### src/rtl/vga_sprite_engine.sv
// ============================================================================
// Module   : vga_sprite_engine
// Purpose  : VGA timing generator with NUM_OBJ filled-rectangle renderer.
//            The pixel pipeline has three stages: counters, then sync/blank
//            decode and per-object hit, then a colour mux into the output
//            registers. Object parameters are shadow-latched once per frame.
// Revision : 1.0 - initial release
// ============================================================================
`default_nettype none

module vga_sprite_engine #(
  parameter int          H_DISPLAY = 640,
  parameter int          H_FRONT   = 16,
  parameter int          H_SYNC    = 96,
  parameter int          H_BACK    = 48,
  parameter int          V_DISPLAY = 480,
  parameter int          V_FRONT   = 10,
  parameter int          V_SYNC    = 2,
  parameter int          V_BACK    = 33,
  parameter int          COORD_W   = 10,
  parameter int          NUM_OBJ   = 4,
  parameter logic [23:0] BG_RGB    = 24'h0C01B5
) (
  input  logic                       clk,
  input  logic                       rst,
  input  logic                       pix_en_i,
  input  logic [NUM_OBJ-1:0]         obj_en_i,
  input  logic [NUM_OBJ*COORD_W-1:0] obj_x_i,
  input  logic [NUM_OBJ*COORD_W-1:0] obj_y_i,
  input  logic [NUM_OBJ*COORD_W-1:0] obj_w_i,
  input  logic [NUM_OBJ*COORD_W-1:0] obj_h_i,
  input  logic [NUM_OBJ*24-1:0]      obj_rgb_i,
  output logic [7:0]                 red_o,
  output logic [7:0]                 green_o,
  output logic [7:0]                 blue_o,
  output logic                       hsync_o,
  output logic                       vsync_o,
  output logic                       blankN_o,
  output logic [COORD_W-1:0]         hcount_o,
  output logic [COORD_W-1:0]         vcount_o,
  output logic                       frame_start_o
);

  localparam int H_TOTAL = H_DISPLAY + H_FRONT + H_SYNC + H_BACK;
  localparam int V_TOTAL = V_DISPLAY + V_FRONT + V_SYNC + V_BACK;

  localparam logic [COORD_W-1:0] H_LAST   = COORD_W'(H_TOTAL - 1);
  localparam logic [COORD_W-1:0] V_LAST   = COORD_W'(V_TOTAL - 1);
  localparam logic [COORD_W-1:0] H_DISP_C = COORD_W'(H_DISPLAY);
  localparam logic [COORD_W-1:0] V_DISP_C = COORD_W'(V_DISPLAY);
  localparam logic [COORD_W-1:0] HS_BEG   = COORD_W'(H_DISPLAY + H_FRONT);
  localparam logic [COORD_W-1:0] HS_END   = COORD_W'(H_DISPLAY + H_FRONT + H_SYNC);
  localparam logic [COORD_W-1:0] VS_BEG   = COORD_W'(V_DISPLAY + V_FRONT);
  localparam logic [COORD_W-1:0] VS_END   = COORD_W'(V_DISPLAY + V_FRONT + V_SYNC);

  // Stage 1: raster counters
  logic [COORD_W-1:0] h_q, h_d, v_q, v_d;
  logic               frame_end;

  // Shadow copies of the object inputs, used for all rendering
  logic [NUM_OBJ-1:0]         sh_en_q;
  logic [NUM_OBJ*COORD_W-1:0] sh_x_q, sh_y_q, sh_w_q, sh_h_q;
  logic [NUM_OBJ*24-1:0]      sh_rgb_q;

  // Stage 2: decoded timing and hit vector
  logic [COORD_W-1:0] s2_h_q, s2_v_q;
  logic               s2_hs_q, s2_vs_q, s2_blank_q, s2_fs_q;
  logic [NUM_OBJ-1:0] s2_hit_q, hit_d;
  logic               hs_d, vs_d, blank_d;

  // Stage 3: output registers
  logic [23:0]        rgb_d, rgb_q;
  logic [COORD_W-1:0] hcount_q, vcount_q;
  logic               hsync_q, vsync_q, blank_q, fs_q;

  assign frame_end = (h_q == H_LAST) && (v_q == V_LAST);

  // Next raster position: h wraps at end of line, v wraps at end of frame
  always_comb begin
    h_d = h_q + 1'b1;
    v_d = v_q;
    if (h_q == H_LAST) begin
      h_d = '0;
      v_d = (v_q == V_LAST) ? '0 : v_q + 1'b1;
    end
  end

  // Raster counter register, advancing once per pixel enable
  always_ff @(posedge clk) begin
    if (rst) begin
      h_q <= '0;
      v_q <= '0;
    end else if (pix_en_i) begin
      h_q <= h_d;
      v_q <= v_d;
    end
  end

  // Capture object inputs at the last pixel of the frame so the next frame
  // renders from one consistent snapshot
  always_ff @(posedge clk) begin
    if (rst) begin
      sh_en_q  <= '0;
      sh_x_q   <= '0;
      sh_y_q   <= '0;
      sh_w_q   <= '0;
      sh_h_q   <= '0;
      sh_rgb_q <= '0;
    end else if (pix_en_i && frame_end) begin
      sh_en_q  <= obj_en_i;
      sh_x_q   <= obj_x_i;
      sh_y_q   <= obj_y_i;
      sh_w_q   <= obj_w_i;
      sh_h_q   <= obj_h_i;
      sh_rgb_q <= obj_rgb_i;
    end
  end

  // Per-object hit test; edges are summed one bit wider so x+w never wraps
  for (genvar gi = 0; gi < NUM_OBJ; gi++) begin : g_hit
    logic [COORD_W-1:0] x_s, y_s;
    logic [COORD_W:0]   x_end, y_end;
    assign x_s   = sh_x_q[gi*COORD_W +: COORD_W];
    assign y_s   = sh_y_q[gi*COORD_W +: COORD_W];
    assign x_end = {1'b0, x_s} + {1'b0, sh_w_q[gi*COORD_W +: COORD_W]};
    assign y_end = {1'b0, y_s} + {1'b0, sh_h_q[gi*COORD_W +: COORD_W]};
    assign hit_d[gi] = sh_en_q[gi] &&
                       (h_q >= x_s) && ({1'b0, h_q} < x_end) &&
                       (v_q >= y_s) && ({1'b0, v_q} < y_end);
  end

  assign hs_d    = !((h_q >= HS_BEG) && (h_q < HS_END));
  assign vs_d    = !((v_q >= VS_BEG) && (v_q < VS_END));
  assign blank_d = (h_q < H_DISP_C) && (v_q < V_DISP_C);

  // Stage 2 register: timing decode and hits for the counter position
  always_ff @(posedge clk) begin
    if (rst) begin
      s2_h_q     <= '0;
      s2_v_q     <= '0;
      s2_hs_q    <= 1'b1;
      s2_vs_q    <= 1'b1;
      s2_blank_q <= 1'b0;
      s2_fs_q    <= 1'b0;
      s2_hit_q   <= '0;
    end else if (pix_en_i) begin
      s2_h_q     <= h_q;
      s2_v_q     <= v_q;
      s2_hs_q    <= hs_d;
      s2_vs_q    <= vs_d;
      s2_blank_q <= blank_d;
      s2_fs_q    <= (h_q == '0) && (v_q == '0);
      s2_hit_q   <= hit_d;
    end
  end

  // Colour select: blanked -> black, else lowest-index hit, else background
  always_comb begin
    rgb_d = BG_RGB;
    for (int i = NUM_OBJ - 1; i >= 0; i--) begin
      if (s2_hit_q[i]) rgb_d = sh_rgb_q[i*24 +: 24];
    end
    if (!s2_blank_q) rgb_d = 24'h000000;
  end

  // Stage 3 register: all outputs leave from here, mutually aligned
  always_ff @(posedge clk) begin
    if (rst) begin
      rgb_q    <= '0;
      hcount_q <= '0;
      vcount_q <= '0;
      hsync_q  <= 1'b1;
      vsync_q  <= 1'b1;
      blank_q  <= 1'b0;
      fs_q     <= 1'b0;
    end else if (pix_en_i) begin
      rgb_q    <= rgb_d;
      hcount_q <= s2_h_q;
      vcount_q <= s2_v_q;
      hsync_q  <= s2_hs_q;
      vsync_q  <= s2_vs_q;
      blank_q  <= s2_blank_q;
      fs_q     <= s2_fs_q;
    end
  end

  assign red_o         = rgb_q[23:16];
  assign green_o       = rgb_q[15:8];
  assign blue_o        = rgb_q[7:0];
  assign hsync_o       = hsync_q;
  assign vsync_o       = vsync_q;
  assign blankN_o      = blank_q;
  assign hcount_o      = hcount_q;
  assign vcount_o      = vcount_q;
  assign frame_start_o = fs_q;

endmodule

`default_nettype wire

### config.mk
export PLATFORM = sky130hd
export DESIGN_NAME = vga_sprite_engine
export DESIGN_NICKNAME = d
export VERILOG_FILES = /design/src/rtl/vga_sprite_engine.sv
export SDC_FILE = /design/constraint.sdc
export NUM_CORES = 1
export LEC_CHECK = 0
export CAP_MARGIN = 20
export CORE_MARGIN = 2
export CORE_UTILIZATION = 50
export CTS_CLUSTER_SIZE = 16
export DETAILED_ROUTE_END_ITERATION = 12
export PLACE_DENSITY_LB_ADDON = 0.2
export SYNTH_ARGS = -nofsm -noshare
export SYNTH_HDL_FRONTEND = slang
export SYNTH_SLANG_ARGS = --single-unit
### constraint.sdc
create_clock -name clk -period 4.55 [get_ports clk]
set_input_delay 1.365 -clock clk [delete_from_list [all_inputs] [get_ports clk]]
set_output_delay 1.365 -clock clk [all_outputs]
set_load 0.02 [all_outputs]
==> After elaboration in Yosys (flattened, before gate mapping) <==
Cells that the tools add are included.
{ "classes": {"add_sub_neg": 10, "magnitude_cmp": 22, "n_eq_ne": 2, "muxes": 7, "reduce_logical": 27} }
{ "op_table": {"columns": ["op", "n"], "rows": [
  ["2-to-1 mux 24 bit", 5],
  ["adder 10 x 10 -> 11 bit", 8],
  ["less-than comparator 10 x 11 -> 1 bit", 8],
  ["greater-or-equal comparator 10 bit", 8],
  ["logical AND 1 bit", 22],
  ["adder 10 x 1 -> 10 bit (second input constant)", 2],
  ["== test 10 bit (second input constant)", 2],
  ["zero test 10 bit", 2],
  ["less-than comparator 10 bit (second input constant)", 2],
  ["less-than comparator 10 x 9 -> 1 bit (second input constant)", 2],
  ["2-to-1 mux 10 bit", 2],
  ["greater-or-equal comparator 10 bit (second input constant)", 1],
  ["greater-or-equal comparator 10 x 9 -> 1 bit (second input constant)", 1],
  ["zero test 1 bit", 2],
  ["AND reduction 2 bit", 1]
]} }
{ "totals": {"regBits": 356, "input_bits": 263, "output_inout_bits": 48, "elab_cells": 90} }

==> Depth between registers and ports, before layout <==
{ "depth": {"ltp_word": 5, "depth_mapped": 15, "depth_no_buf": 15} }

==> Least setup slack after synthesis <==
Ideal clock, no wire load.
{ "synth_path": {"path_type": "reg-to-reg", "start": "reg sh_y_q[0]", "end": "reg s2_hit_q[0]", "setup_time_ns": 0.101, "arrival_time_ns": 3.131, "required_time_ns": 4.449, "setup_slack_ns": 1.318, "path_stages_with_launch": 16, "n_path_buf": 0, "synth_period_minus_slack_ns": 3.232, "cell_sequence": "dfxtp_1 -> ha_1 -> fa_1 -> a21o_1 -> a21oi_1 -> o21bai_1 -> a21oi_1 -> o31ai_1 -> xnor2_1 -> ha_1 -> a211o_1 -> a211oi_1 -> o21ai_0 -> a21oi_1 -> a211oi_1 -> o41ai_1"} }
{ "synth_between": {"elab_chain_len": 3, "word_cells_on_any_way": 5, "classes_between": "add/sub: 1; order compare: 2; reduce/logical: 2"} }
{ "synth_lines": {"columns": ["element", "line_no", "source"], "rows": [
  ["from (decl)", "62", "logic [NUM_OBJ*COORD_W-1:0] sh_x_q, sh_y_q, sh_w_q, sh_h_q;"],
  ["from (signal assigned)", "112", "sh_y_q <= obj_y_i;"],
  ["adder 10 x 10 -> 11 bit or greater-or-equal comparator 10 bit (tied branches)", "126, 129", null],
  ["less-than comparator 10 x 11 -> 1 bit or logical AND 1 bit (tied branches)", "129, 128", null],
  ["logical AND 1 bit *", "129", "(v_q >= y_s) && ({1'b0, v_q} < y_end);"],
  ["to (signal assigned)", "153", "s2_hit_q <= hit_d;"],
  ["to (decl)", "68", "logic [NUM_OBJ-1:0] s2_hit_q, hit_d;"]
]} }
Mark *: on every way between the ends. The rest lies on a longest branch, timed or not.
A chain may end at the register's enable or synchronous reset.

==> Final worst setup path <==
{ "layout_path": {"start": "reg sh_x_q[21]", "end": "reg s2_hit_q[2]"} }
{ "layout_between": {"elab_chain_len": 5, "word_cells_on_any_way": 7, "classes_between": "add/sub: 1; order compare: 2; reduce/logical: 4"} }
{ "layout_lines": {"columns": ["element", "line_no", "source"], "rows": [
  ["from (decl)", "62", null],
  ["from (signal assigned)", "111", "sh_x_q <= obj_x_i;"],
  ["adder 10 x 10 -> 11 bit or greater-or-equal comparator 10 bit (tied branches)", "125, 128", null],
  ["less-than comparator 10 x 11 -> 1 bit or logical AND 1 bit (tied branches)", "128, 127", null],
  ["logical AND 1 bit * (2 in a row)", "128", "(h_q >= x_s) && ({1'b0, h_q} < x_end) &&"],
  ["logical AND 1 bit *", "129", null]
]} }
Marks and branches as above.

==> impl_metrics.py <==
metrics = {
    "setup_path": {
        "arrival_worst_endpoint_ps": 4170,
        "ff2ff_path_depth": 13,
        "timing.critical_path.depth": 13,
        "path_max_fanout": 4,
        "cp.required_ps": 4960,
        "timing_worst_setup_path_type": "reg2reg",
        "worst_path_max_delay_cell": "sky130_fd_sc_hd__a2111oi_0",
        "cp-start-kind": "flip-flop",
        "worst_path_dominant_cell_family": "compound AO/OA/AOI/OAI gates",
        "worstPathCellList": "ha_1, a21o_1, a21oi_1, o21ai_0, o21ai_0, o21bai_1, a21oi_1, xor2_1, ha_1, and3_1, a221oi_1, a2111oi_0, o31ai_1",
        "critPathMaxStageDelay_ps": 840,
        "cp.buffers_inverters": 0,
        "worst_setup_path_end_kind": "flip-flop",
    },
    "clock_network": {
        "tritoncts": "yes",
        "cts_setup_buffers": 0,
        "cts_max_level": 2,
        "cts_resized": 0,
        "total_clock_buffers_created_by_cts": 41,
        "cts.clk_slew.worst_paths_ps": 60,
        "cts_root_buf": "sky130_fd_sc_hd__clkbuf_16",
        "cts.path.max_buffers": 3,
        "cts_hold_buffers": 0,
        "tritoncts_num_sinks": 356,
        "clk-insertion-delay-late_ps": 570,
    },
    "logic_synthesis": {
        "synth-async-reset-ratio_pct": 0,
        "syn_inst": 2438,
        "synth-seq-area-share_pct": 35.2,
        "synth_edf_count": 0,
        "synthesis.area_um2": 20200,
        "synth_flop_cell": "sky130_fd_sc_hd__dfxtp_1",
        "ys_seq_elements": 356,
        "ys_top_cells_by_area": "sky130_fd_sc_hd__dfxtp_1 (35%), sky130_fd_sc_hd__ha_1 (15%), sky130_fd_sc_hd__nand2_1 (9.5%), sky130_fd_sc_hd__a21oi_1 (6.6%), sky130_fd_sc_hd__a21oi_2 (4.3%)",
        "share_of_yosys_cell_area_claimed_by_the_top_area_cell_type_pct": 35.2,
        "post-synth-top-area-cell": "sky130_fd_sc_hd__dfxtp_1",
        "synth.cells.most_frequent": "sky130_fd_sc_hd__nand2_1 (512), sky130_fd_sc_hd__dfxtp_1 (356), sky130_fd_sc_hd__a21oi_1 (266)",
        "synthDistinctLibCells": 63,
        "syn-num-nets": 2946,
        "yosys_warning_count": 0,
        "post-synth-top-count-cell": "sky130_fd_sc_hd__nand2_1",
        "synth_area_per_cell_um2": 8.30,
    },
    "power": {
        "irDropWorstVdd_mv": 0.291,
        "p_per_area_nw_per_um2": 276,
        "power_leakage_uw": 0.00949,
    },
    "placed_design": {
        "dpl_cell_area_um2": 23600,
        "place.gp.congestion": 0.855,
        "port-buffer-count": 310,
        "place.detailed.hpwl_um": 41100,
        "place_ws_ps": 892,
    },
    "timing": {
        "setup_tns_ps": 0,
        "report.final.hold_viol_count": 0,
        "maximum_operating_frequency_ghz": 0.265,
        "final.min_clock_period_ps": 3770,
        "rsz0062_at_grt": "no",
        "layout_setup_ws_ps": 782,
        "slew_worst_pin_ps": 982,
        "timing.hold.ws_ps": 451,
        "post-route-period-util_pct": 82.8,
        "finish_stage_setup_viols": 0,
        "maxSlewViolCount": 0,
        "slew-limit-headroom_pct": 34.6,
        "maximum_clock_skew_at_final_layout_ps": 14.4,
    },
    "global_route": {
        "wire_length_of_the_first_global_routing_pass_um": 90100,
        "first_global_vias": 17600,
        "pin_count_of_the_biggest_net_entering_global_routing": 148,
        "grt_usage_pct": 26.8,
        "overflow": 0,
        "initial_antenna_violation_count": 2,
    },
    "cells_and_area": {
        "final_layout_size_suffix_gt1_share_pct": 11.1,
        "n_antenna_cell": 0,
        "nets": 3209,
        "design_area_um2": 24900,
        "areaGrowthSynthToFinish_pct": 23.2,
    },
    "drt": {
        "starting_drc_count_in_detailed_routing": 846,
        "drcViolationCount": 0,
        "antenna_violation_net_count_after_detailed_routing": 0,
        "routed_wirelength_um": 57000,
        "dr_vias_cell": 5.46,
        "route.detailed.wl_per_inst_um": 17.5,
        "drt_first_pass_iters": 8,
        "vias": 17800,
    },
    "die": {
        "core_um2": 39800,
        "start_util_pct": 50.8,
        "design.die.area_um2": 42100,
        "row_cnt": 73,
        "die_height_um": 205,
        "die_width_um": 205,
        "io_pins": 311,
    },
    "outcome": {
        "status": "finished, final reports clean",
    },
    "min_path": {
        "holdCritPathClass": "reg2reg",
        "holdPathStages": 2,
    },
    "job": {
        "max_cap_violations": 0,
    },
}
==> tightest hold or removal path, stage by stage (launching register included) <==
cell                      delay [ps]
sky130_fd_sc_hd__dfxtp_1         310
sky130_fd_sc_hd__nand2_1          50
sky130_fd_sc_hd__a21oi_1          50
==> final cells by class <==
type / count / area (um2)
clock buffer: 61 / 1190
clock inverter: 14 / 160
fill: 3490 / 14900
inverter: 101 / 379
multi-input combinational: 1855 / 12000
sequential: 356 / 7130
tap: 525 / 657
timing repair buffer: 346 / 3450
==> cell families after synthesis <==
group / count (synthesis) / synth area share [%]
compound gates: 628 / 19.7
xor+xnor: 74 / 3.20
fa+ha+maj: 245 / 15.5
buf+inv: 227 / 5.66
flops: 356 / 35.2
mux: 42 / 2.08
simple gates: 866 / 18.7
==> power breakdown <==
part,internal (uW),leakage [uW],switching [uW]
clock,1940,0.000650,1370
sequential,3130,0.00287,9.46
combinational,256,0.00597,186
==> sequential cells by signal (all words and copies together), names as in the netlist, 4 cells and up <==
| register | flops |
|---|---|
| sh_rgb_q | 96 |
| sh_h_q | 40 |
| sh_w_q | 40 |
| sh_x_q | 40 |
| sh_y_q | 40 |
| rgb_q | 24 |
| h_q | 10 |
| hcount_o | 10 |
| s2_h_q | 10 |
| s2_v_q | 10 |
| v_q | 10 |
| vcount_o | 10 |
| s2_hit_q | 4 |
| sh_en_q | 4 |
==> stage by stage <==
step	cells	total power, uW	utilization [%]
detailed placement	3183	3650	59.2
finish	3258	6880	62.6
global placement	3183	3650	59.2
global route	3258	7090	62.6
floorplan	2438	3340	-
CTS	3258	6940	62.6
==> cell usage in the layout (no fill, tap or decap), types with 41 or more instances in the layout <==
cell type / count
sky130_fd_sc_hd__a21oi_2: 100
sky130_fd_sc_hd__clkdlybuf4s50_1: 308
sky130_fd_sc_hd__nor2_1: 142
sky130_fd_sc_hd__ha_1: 237
sky130_fd_sc_hd__clkbuf_16: 41
sky130_fd_sc_hd__inv_1: 100
sky130_fd_sc_hd__a21oi_1: 266
sky130_fd_sc_hd__nand2_2: 90
sky130_fd_sc_hd__dfxtp_1: 355
sky130_fd_sc_hd__o21ai_0: 90
sky130_fd_sc_hd__xor2_1: 46
sky130_fd_sc_hd__mux2i_1: 42
sky130_fd_sc_hd__nand2_1: 511
==> layer usage <==
metal,global-route usage [%],wire [um]
met4,10.9,2070
met3,3.52,2840
met2,45.2,26700
met5,0,27
met1,34.6,25400
==> worst paths after layout <==
path / from / end / slack (ps)
setup reg to reg: sh_x_q[21] / s2_hit_q[2] / 780
hold / removal: sh_w_q[25] / sh_w_q[25] / 450
hold reg to reg: sh_w_q[25] / sh_w_q[25] / 450
setup / recovery: sh_x_q[21] / s2_hit_q[2] / 780
No activity file was read; power rests on OpenSTA's default activity.
